--- config.mk ---
export PLATFORM = sky130hd
export DESIGN_NAME = posit_result_fifo
export DESIGN_NICKNAME = d
export VERILOG_FILES = /design/src/rtl/posit_result_fifo.sv
export SDC_FILE = /design/constraint.sdc
export NUM_CORES = 2
export LEC_CHECK = 0
export CAP_MARGIN = 20
export CORE_MARGIN = 2
export CORE_UTILIZATION = 63
export DETAILED_ROUTE_END_ITERATION = 8
export PLACE_DENSITY_LB_ADDON = 0.15
export SLEW_MARGIN = 20
export SYNTH_ARGS = -nofsm -noshare
export SYNTH_HDL_FRONTEND = slang
export SYNTH_SLANG_ARGS = --single-unit
--- constraint.sdc ---
create_clock -name clk_i -period 6.99 [get_ports clk_i]
set_input_delay 2.097 -clock clk_i [delete_from_list [all_inputs] [get_ports clk_i]]
set_output_delay 2.097 -clock clk_i [all_outputs]
set_load 0.03 [all_outputs]
--- src/rtl/posit_result_fifo.sv ---
// Per-unit result FIFOs for the posit coprocessor with a single-outstanding blocking read port.
// Optional per-channel flush is enabled by defining POSIT_FIFO_FLUSH_EN.
module posit_result_fifo #(
  parameter int DATA_W = 32,
  parameter int DEPTH  = 32,
  parameter int NUM_CH = 3,
  localparam int CH_W  = ($clog2(NUM_CH) > 0) ? $clog2(NUM_CH) : 1
) (
  input  logic                     clk_i,
  input  logic                     rst_i,
  input  logic [NUM_CH-1:0]        push_i,
  input  logic [NUM_CH*DATA_W-1:0] push_data_i,
  input  logic                     rd_req_i,
  input  logic [CH_W-1:0]          rd_ch_i,
`ifdef POSIT_FIFO_FLUSH_EN
  input  logic [NUM_CH-1:0]        flush_i,
`endif
  output logic                     rd_valid_o,
  output logic [DATA_W-1:0]        rd_data_o,
  output logic                     rd_err_o,
  output logic                     rd_busy_o,
  output logic [NUM_CH-1:0]        empty_o,
  output logic [NUM_CH-1:0]        full_o,
  output logic [NUM_CH-1:0]        overflow_o
);

  localparam int IDX_W = $clog2(DEPTH);
  localparam int PTR_W = IDX_W + 1;

  typedef enum logic {
    RD_IDLE,
    RD_PEND
  } rd_state_e;

  logic [DATA_W-1:0] mem [NUM_CH][DEPTH];

  logic [PTR_W-1:0]  wr_ptr_q [NUM_CH];
  logic [PTR_W-1:0]  rd_ptr_q [NUM_CH];
  logic [PTR_W-1:0]  wr_ptr_d [NUM_CH];
  logic [PTR_W-1:0]  rd_ptr_d [NUM_CH];
  logic [NUM_CH-1:0] empty_q, full_q, ovf_q;
  logic [NUM_CH-1:0] empty_d, full_d, ovf_d;
  logic [NUM_CH-1:0] flush_w, pop, push_ok;

  rd_state_e         state_q, state_d;
  logic [CH_W-1:0]   pend_ch_q, pend_ch_d, sel_ch;
  logic              sel_bad, sel_empty, sel_flush, sel_pop;
  logic [DATA_W-1:0] sel_head;

  logic              rd_valid_q, rd_valid_d;
  logic              rd_err_q, rd_err_d;
  logic [DATA_W-1:0] rd_data_q, rd_data_d;

`ifdef POSIT_FIFO_FLUSH_EN
  assign flush_w = flush_i;
`else
  assign flush_w = '0;
`endif

  // A fresh request addresses rd_ch_i; a pending read keeps watching its latched channel.
  always_comb begin
    // NOTE: every combinational output gets a default first so no path leaves it unassigned (no latch).
    sel_ch    = (state_q == RD_IDLE) ? rd_ch_i : pend_ch_q;
    sel_bad   = 1'b1;
    sel_empty = 1'b1;
    sel_flush = 1'b0;
    sel_head  = '0;
    for (int c = 0; c < NUM_CH; c++) begin
      if (sel_ch == CH_W'(c)) begin
        sel_bad   = 1'b0;
        sel_empty = empty_q[c];
        sel_flush = flush_w[c];
        sel_head  = mem[c][rd_ptr_q[c][IDX_W-1:0]];
      end
    end
  end

  // Read FSM next-state and completion outputs.
  always_comb begin
    state_d    = state_q;
    pend_ch_d  = pend_ch_q;
    rd_valid_d = 1'b0;
    rd_err_d   = 1'b0;
    rd_data_d  = '0;
    sel_pop    = 1'b0;
    case (state_q)
      RD_IDLE: begin
        if (rd_req_i) begin
          if (sel_bad || sel_flush) begin
            rd_valid_d = 1'b1;
            rd_err_d   = 1'b1;
          end else if (!sel_empty) begin
            sel_pop    = 1'b1;
            rd_valid_d = 1'b1;
            rd_data_d  = sel_head;
          end else begin
            state_d   = RD_PEND;
            pend_ch_d = rd_ch_i;
          end
        end
      end
      RD_PEND: begin
        if (sel_flush) begin
          rd_valid_d = 1'b1;
          rd_err_d   = 1'b1;
          state_d    = RD_IDLE;
        end else if (!sel_empty) begin
          sel_pop    = 1'b1;
          rd_valid_d = 1'b1;
          rd_data_d  = sel_head;
          state_d    = RD_IDLE;
        end
      end
      default: state_d = RD_IDLE;
    endcase
  end

  // Pointer and flag update per channel; a pop frees the slot a same-cycle push on a full channel needs.
  always_comb begin
    for (int c = 0; c < NUM_CH; c++) begin
      pop[c]      = sel_pop && (sel_ch == CH_W'(c));
      push_ok[c]  = push_i[c] && (!full_q[c] || pop[c]);
      wr_ptr_d[c] = wr_ptr_q[c] + PTR_W'(push_ok[c]);
      rd_ptr_d[c] = rd_ptr_q[c] + PTR_W'(pop[c]);
      ovf_d[c]    = ovf_q[c] | (push_i[c] & full_q[c] & ~pop[c]);
      if (flush_w[c]) begin
        push_ok[c]  = 1'b0;
        wr_ptr_d[c] = '0;
        rd_ptr_d[c] = '0;
        ovf_d[c]    = 1'b0;
      end
      empty_d[c] = (wr_ptr_d[c] == rd_ptr_d[c]);
      full_d[c]  = (wr_ptr_d[c][IDX_W-1:0] == rd_ptr_d[c][IDX_W-1:0]) &&
                   (wr_ptr_d[c][PTR_W-1] != rd_ptr_d[c][PTR_W-1]);
    end
  end

  always_ff @(posedge clk_i or posedge rst_i) begin
    // NOTE: clocked state uses non-blocking assignments so every register samples pre-edge values.
    if (rst_i) begin
      for (int c = 0; c < NUM_CH; c++) begin
        wr_ptr_q[c] <= '0;
        rd_ptr_q[c] <= '0;
      end
      empty_q    <= '1;
      full_q     <= '0;
      ovf_q      <= '0;
      state_q    <= RD_IDLE;
      pend_ch_q  <= '0;
      rd_valid_q <= 1'b0;
      rd_err_q   <= 1'b0;
      rd_data_q  <= '0;
    end else begin
      for (int c = 0; c < NUM_CH; c++) begin
        wr_ptr_q[c] <= wr_ptr_d[c];
        rd_ptr_q[c] <= rd_ptr_d[c];
      end
      empty_q    <= empty_d;
      full_q     <= full_d;
      ovf_q      <= ovf_d;
      state_q    <= state_d;
      pend_ch_q  <= pend_ch_d;
      rd_valid_q <= rd_valid_d;
      rd_err_q   <= rd_err_d;
      rd_data_q  <= rd_data_d;
    end
  end

  // NOTE: storage is not reset; the pointers alone define which entries are valid.
  always_ff @(posedge clk_i) begin
    for (int c = 0; c < NUM_CH; c++) begin
      if (push_ok[c]) begin
        mem[c][wr_ptr_q[c][IDX_W-1:0]] <= push_data_i[c*DATA_W +: DATA_W];
      end
    end
  end

  assign rd_valid_o = rd_valid_q;
  assign rd_err_o   = rd_err_q;
  assign rd_data_o  = rd_data_q;
  assign rd_busy_o  = (state_q == RD_PEND);
  assign empty_o    = empty_q;
  assign full_o     = full_q;
  assign overflow_o = ovf_q;

endmodule

==> flow_metrics.env <==
export IMPL_synthDominantAreaCellType="sky130_fd_sc_hd__edfxtp_1"
export IMPL_tns_ps=0
export IMPL_timing_critical_path_to_type="flip-flop"
export IMPL_clockRootBuffer="sky130_fd_sc_hd__clkbuf_16"
export IMPL_io_pins=148
export IMPL_cell_area_after_technology_mapping_um2=121000
export IMPL_synth_warning_count=0
export IMPL_cts_setup_buffers=0
export IMPL_globalRoute_totalOverflow=0
export IMPL_synthesis_area_per_instance_um2=22.3
export IMPL_cts_tree="built"
export IMPL_cts_reportedPaths_clkPinSlew_ps=60
export IMPL_cp_required_ps=7840
export IMPL_total_number_of_placement_rows=160
export IMPL_antenna_violation_net_count_after_detailed_routing=0
export IMPL_power_density_nw_per_um2=398
export IMPL_ctsResizeCount=0
export IMPL_synth_edf_count=3072
export IMPL_maxCapViolCount=0
export IMPL_data_arrival_time_of_the_worst_path_ps=6000
export IMPL_ff_latch_area_um2=94300
export IMPL_vias_per_cell=6.86
export IMPL_report_final_slew_viol_count=0
export IMPL_final_min_period_over_clock_period=0.737
export IMPL_synth_async_reset_ratio=0.0260
export IMPL_final_instance_count_excl_fill=8581
export IMPL_maxSlewHeadroom=0.201
export IMPL_start_util=0.634
export IMPL_initial_antenna_violation_count=21
export IMPL_run_status="completed"
export IMPL_finalWirelength_um=295000
export IMPL_cts_inserted_buffers=321
export IMPL_clock_tree_htree_level_count=5
export IMPL_period_minus_slack_ps=5160
export IMPL_yosysUniqueCellTypes=64
export IMPL_cts_path_max_buffers=4
export IMPL_critical_path_startpoint_type="primary input"
export IMPL_pin_count_of_the_biggest_net_entering_global_routing=145
export IMPL_grt_setup_unrepaired="false"
export IMPL_postSynth_topFlopCell="sky130_fd_sc_hd__edfxtp_1"
export IMPL_worstSetupPathType="primary input to flip-flop"
export IMPL_core_region_area_um2=190000
export IMPL_worst_path_max_fanout=7
export IMPL_post_synth_top_count_cell="sky130_fd_sc_hd__edfxtp_1"
export IMPL_dr_pass1_iters=7
export IMPL_timing_hold_violations_final=0
export IMPL_grt_pass1_wl_um=423000
export IMPL_net_count_of_the_mapped_netlist=5539
export IMPL_whs_ps=512
export IMPL_vdd_drop_max_mv=0.298
export IMPL_dp_hpwl_um=182000
export IMPL_numClockSinks=3154
export IMPL_grt_util_all_layers=0.307
export IMPL_clock_latency_ps=930
export IMPL_gp_routability_congestion=0.910
export IMPL_die_y_um=442
export IMPL_multiInputGateArea_um2=25600
export IMPL_drive_gt1_frac=0.270
export IMPL_drc=0
export IMPL_synth_area_top_cells="sky130_fd_sc_hd__edfxtp_1 76%, sky130_fd_sc_hd__mux4_2 13%, sky130_fd_sc_hd__dfrtp_1 1.6%"
export IMPL_synth_seq_cells=3154
export IMPL_die_x_um=442
export IMPL_ys_seq_area_frac=0.782
export IMPL_detailroute_via_count=58853
export IMPL_nFillCells=10811
export IMPL_post_synth_most_frequent_cells="3072 x sky130_fd_sc_hd__edfxtp_1, 700 x sky130_fd_sc_hd__mux4_2, 168 x sky130_fd_sc_hd__mux2i_1"
export IMPL_setup_viol_count_final=0
export IMPL_numPlacedInstances=8017
export IMPL_netlist_area_leader_share=0.765
export IMPL_maximum_achievable_frequency_mhz=194
export IMPL_post_cts_hold_buffer_count=0
export IMPL_design_final_nets=5953
export IMPL_hold_path_class="flip-flop to flip-flop"
export IMPL_flow_area_growth_from_synthesis_pct=13.2
export IMPL_wire_per_inst_um=34.4
export IMPL_overall_die_area_um2=195000
export IMPL_leakagePower_nw=43.2
export IMPL_post_synth_inst_count=5421
export IMPL_drt_first_iter_violations=8249
export IMPL_first_global_vias=58076
export IMPL_port_buffers=147
export IMPL_finalClockSkew_ps=47.8
export IMPL_totalPowerFinal_w=0.0544
export IMPL_worst_pin_slew_ps=1170
-- stage by stage --
step,cell area [µm²],utilization,setup slack [ps]
CTS,136000,0.718,1990
detailed placement,127000,0.666,1030
global placement,127000,0.666,962
global route,137000,0.718,1840
finish,137000,0.718,1830
floorplan,121000,-,1440
-- critical path, stage by stage --
cell and delay, ps:
sky130_fd_sc_hd__clkdlybuf4s50_1 550, sky130_fd_sc_hd__mux2i_1 550, sky130_fd_sc_hd__mux2_2 440, sky130_fd_sc_hd__o31ai_4 260
sky130_fd_sc_hd__inv_1 190, sky130_fd_sc_hd__nor2_1 410, sky130_fd_sc_hd__ha_1 280, sky130_fd_sc_hd__ha_1 190
sky130_fd_sc_hd__xor2_1 230, sky130_fd_sc_hd__xnor2_1 160, sky130_fd_sc_hd__nand3_1 90, sky130_fd_sc_hd__or3_1 420
sky130_fd_sc_hd__nor2b_1 140
-- report_power, final --
part           internal (W)  leakage, nW  switching [W]
logic               0.00610         9.70        0.00881
registers            0.0222         28.7        0.00109
clock network       0.00940         4.80        0.00680
total                0.0377         43.2         0.0167
-- state kept, by name, summed over array words and instances, names as in the netlist --
name        count
rd_err_o        1
mem          3072
rd_busy_o       1
pend_ch_q       2
overflow_o      3
rd_data_o      32
full_o          3
empty_o         3
rd_ptr_q       18
rd_valid_o      1
wr_ptr_q       18
-- cells by family (layout without fill, tap and decap cells) --
logic type | after synthesis | after routing | share of synthesized area
AO/OA/AOI/OAI | 425 | 425 | 0.0261
XOR/XNOR | 42 | 42 | 0.00305
adder cells (fa/ha/maj) | 14 | 14 | 0.00145
buffers and inverters | 314 | 955 | 0.0106
flip-flops | 3154 | 3154 | 0.782
multiplexers | 986 | 986 | 0.156
other | 0 | 8 | 0
AND/OR/NAND/NOR | 486 | 486 | 0.0213
-- cell usage in the layout (no fill, tap or decap), types with 13 or more instances in the layout --
master	synthesis	final
sky130_fd_sc_hd__xor2_1	17	17
sky130_fd_sc_hd__o22ai_1	110	110
sky130_fd_sc_hd__mux2i_1	168	166
sky130_fd_sc_hd__a21oi_1	16	16
sky130_fd_sc_hd__nand3b_1	16	16
sky130_fd_sc_hd__clkbuf_16	0	330
sky130_fd_sc_hd__nor3_1	24	23
sky130_fd_sc_hd__ha_1	14	14
sky130_fd_sc_hd__bufinv_16	0	21
sky130_fd_sc_hd__nor2_4	0	66
sky130_fd_sc_hd__mux4_2	700	700
sky130_fd_sc_hd__buf_4	1	211
sky130_fd_sc_hd__edfxtp_1	3072	3072
sky130_fd_sc_hd__nor2b_1	56	56
sky130_fd_sc_hd__o31ai_1	20	18
sky130_fd_sc_hd__buf_12	0	26
sky130_fd_sc_hd__nand4_1	25	25
sky130_fd_sc_hd__dfrtp_1	79	70
sky130_fd_sc_hd__clkdlybuf4s50_1	0	126
sky130_fd_sc_hd__and4b_2	0	32
sky130_fd_sc_hd__a2111oi_0	43	43
sky130_fd_sc_hd__nor2_1	119	52
sky130_fd_sc_hd__mux2_2	117	117
sky130_fd_sc_hd__xnor2_1	25	25
sky130_fd_sc_hd__nand2_1	111	110
sky130_fd_sc_hd__a211oi_1	43	43
sky130_fd_sc_hd__a221o_1	19	19
sky130_fd_sc_hd__buf_2	80	21
sky130_fd_sc_hd__a22oi_1	87	87
sky130_fd_sc_hd__nand3_1	53	53
sky130_fd_sc_hd__o21ai_0	15	15
sky130_fd_sc_hd__clkinv_2	0	48
sky130_fd_sc_hd__o2111ai_1	25	25
sky130_fd_sc_hd__clkinv_1	0	75
sky130_fd_sc_hd__clkbuf_1	165	62
sky130_fd_sc_hd__inv_1	14	13
-- routing by layer --
| metal | track usage | vias up | share of wire |
|---|---|---|---|
| met3 | 0.0600 | 573 | 0.10 |
| li1 | - | 23852 | - |
| met1 | 0.447 | 31020 | 0.38 |
| met2 | 0.472 | 3400 | 0.48 |
| met5 | 0 | - | 0.00017 |
| met4 | 0.116 | 8 | 0.043 |
-- final timing paths --
check / startpoint / to / slack [ps] / cells after the start
hold reg to reg: wr_ptr_q[5] / wr_ptr_q[5] / 510 / 2
setup / recovery: rd_ch_i[1] / full_o[2] / 1830 / 13
max in group asynchronous: rst_i / rd_ptr_q[13] / 4200 / 3
setup reg to reg: rd_busy_o / full_o[2] / 2870 / 12
hold / removal: wr_ptr_q[5] / wr_ptr_q[5] / 510 / 2
min in group asynchronous: rst_i / overflow_o[2] / 1600 / 2
-- cell type report --
class                   count  area share
well taps                2511      0.0230
clock inverters           154     0.00906
clock buffers             396      0.0626
inverters                  14    0.000403
multi-input cells        1953       0.188
flip-flops and latches   3154       0.691
repair buffers            391      0.0263
diodes                      8    0.000147
No activity file was read; power rests on OpenSTA's default activity.
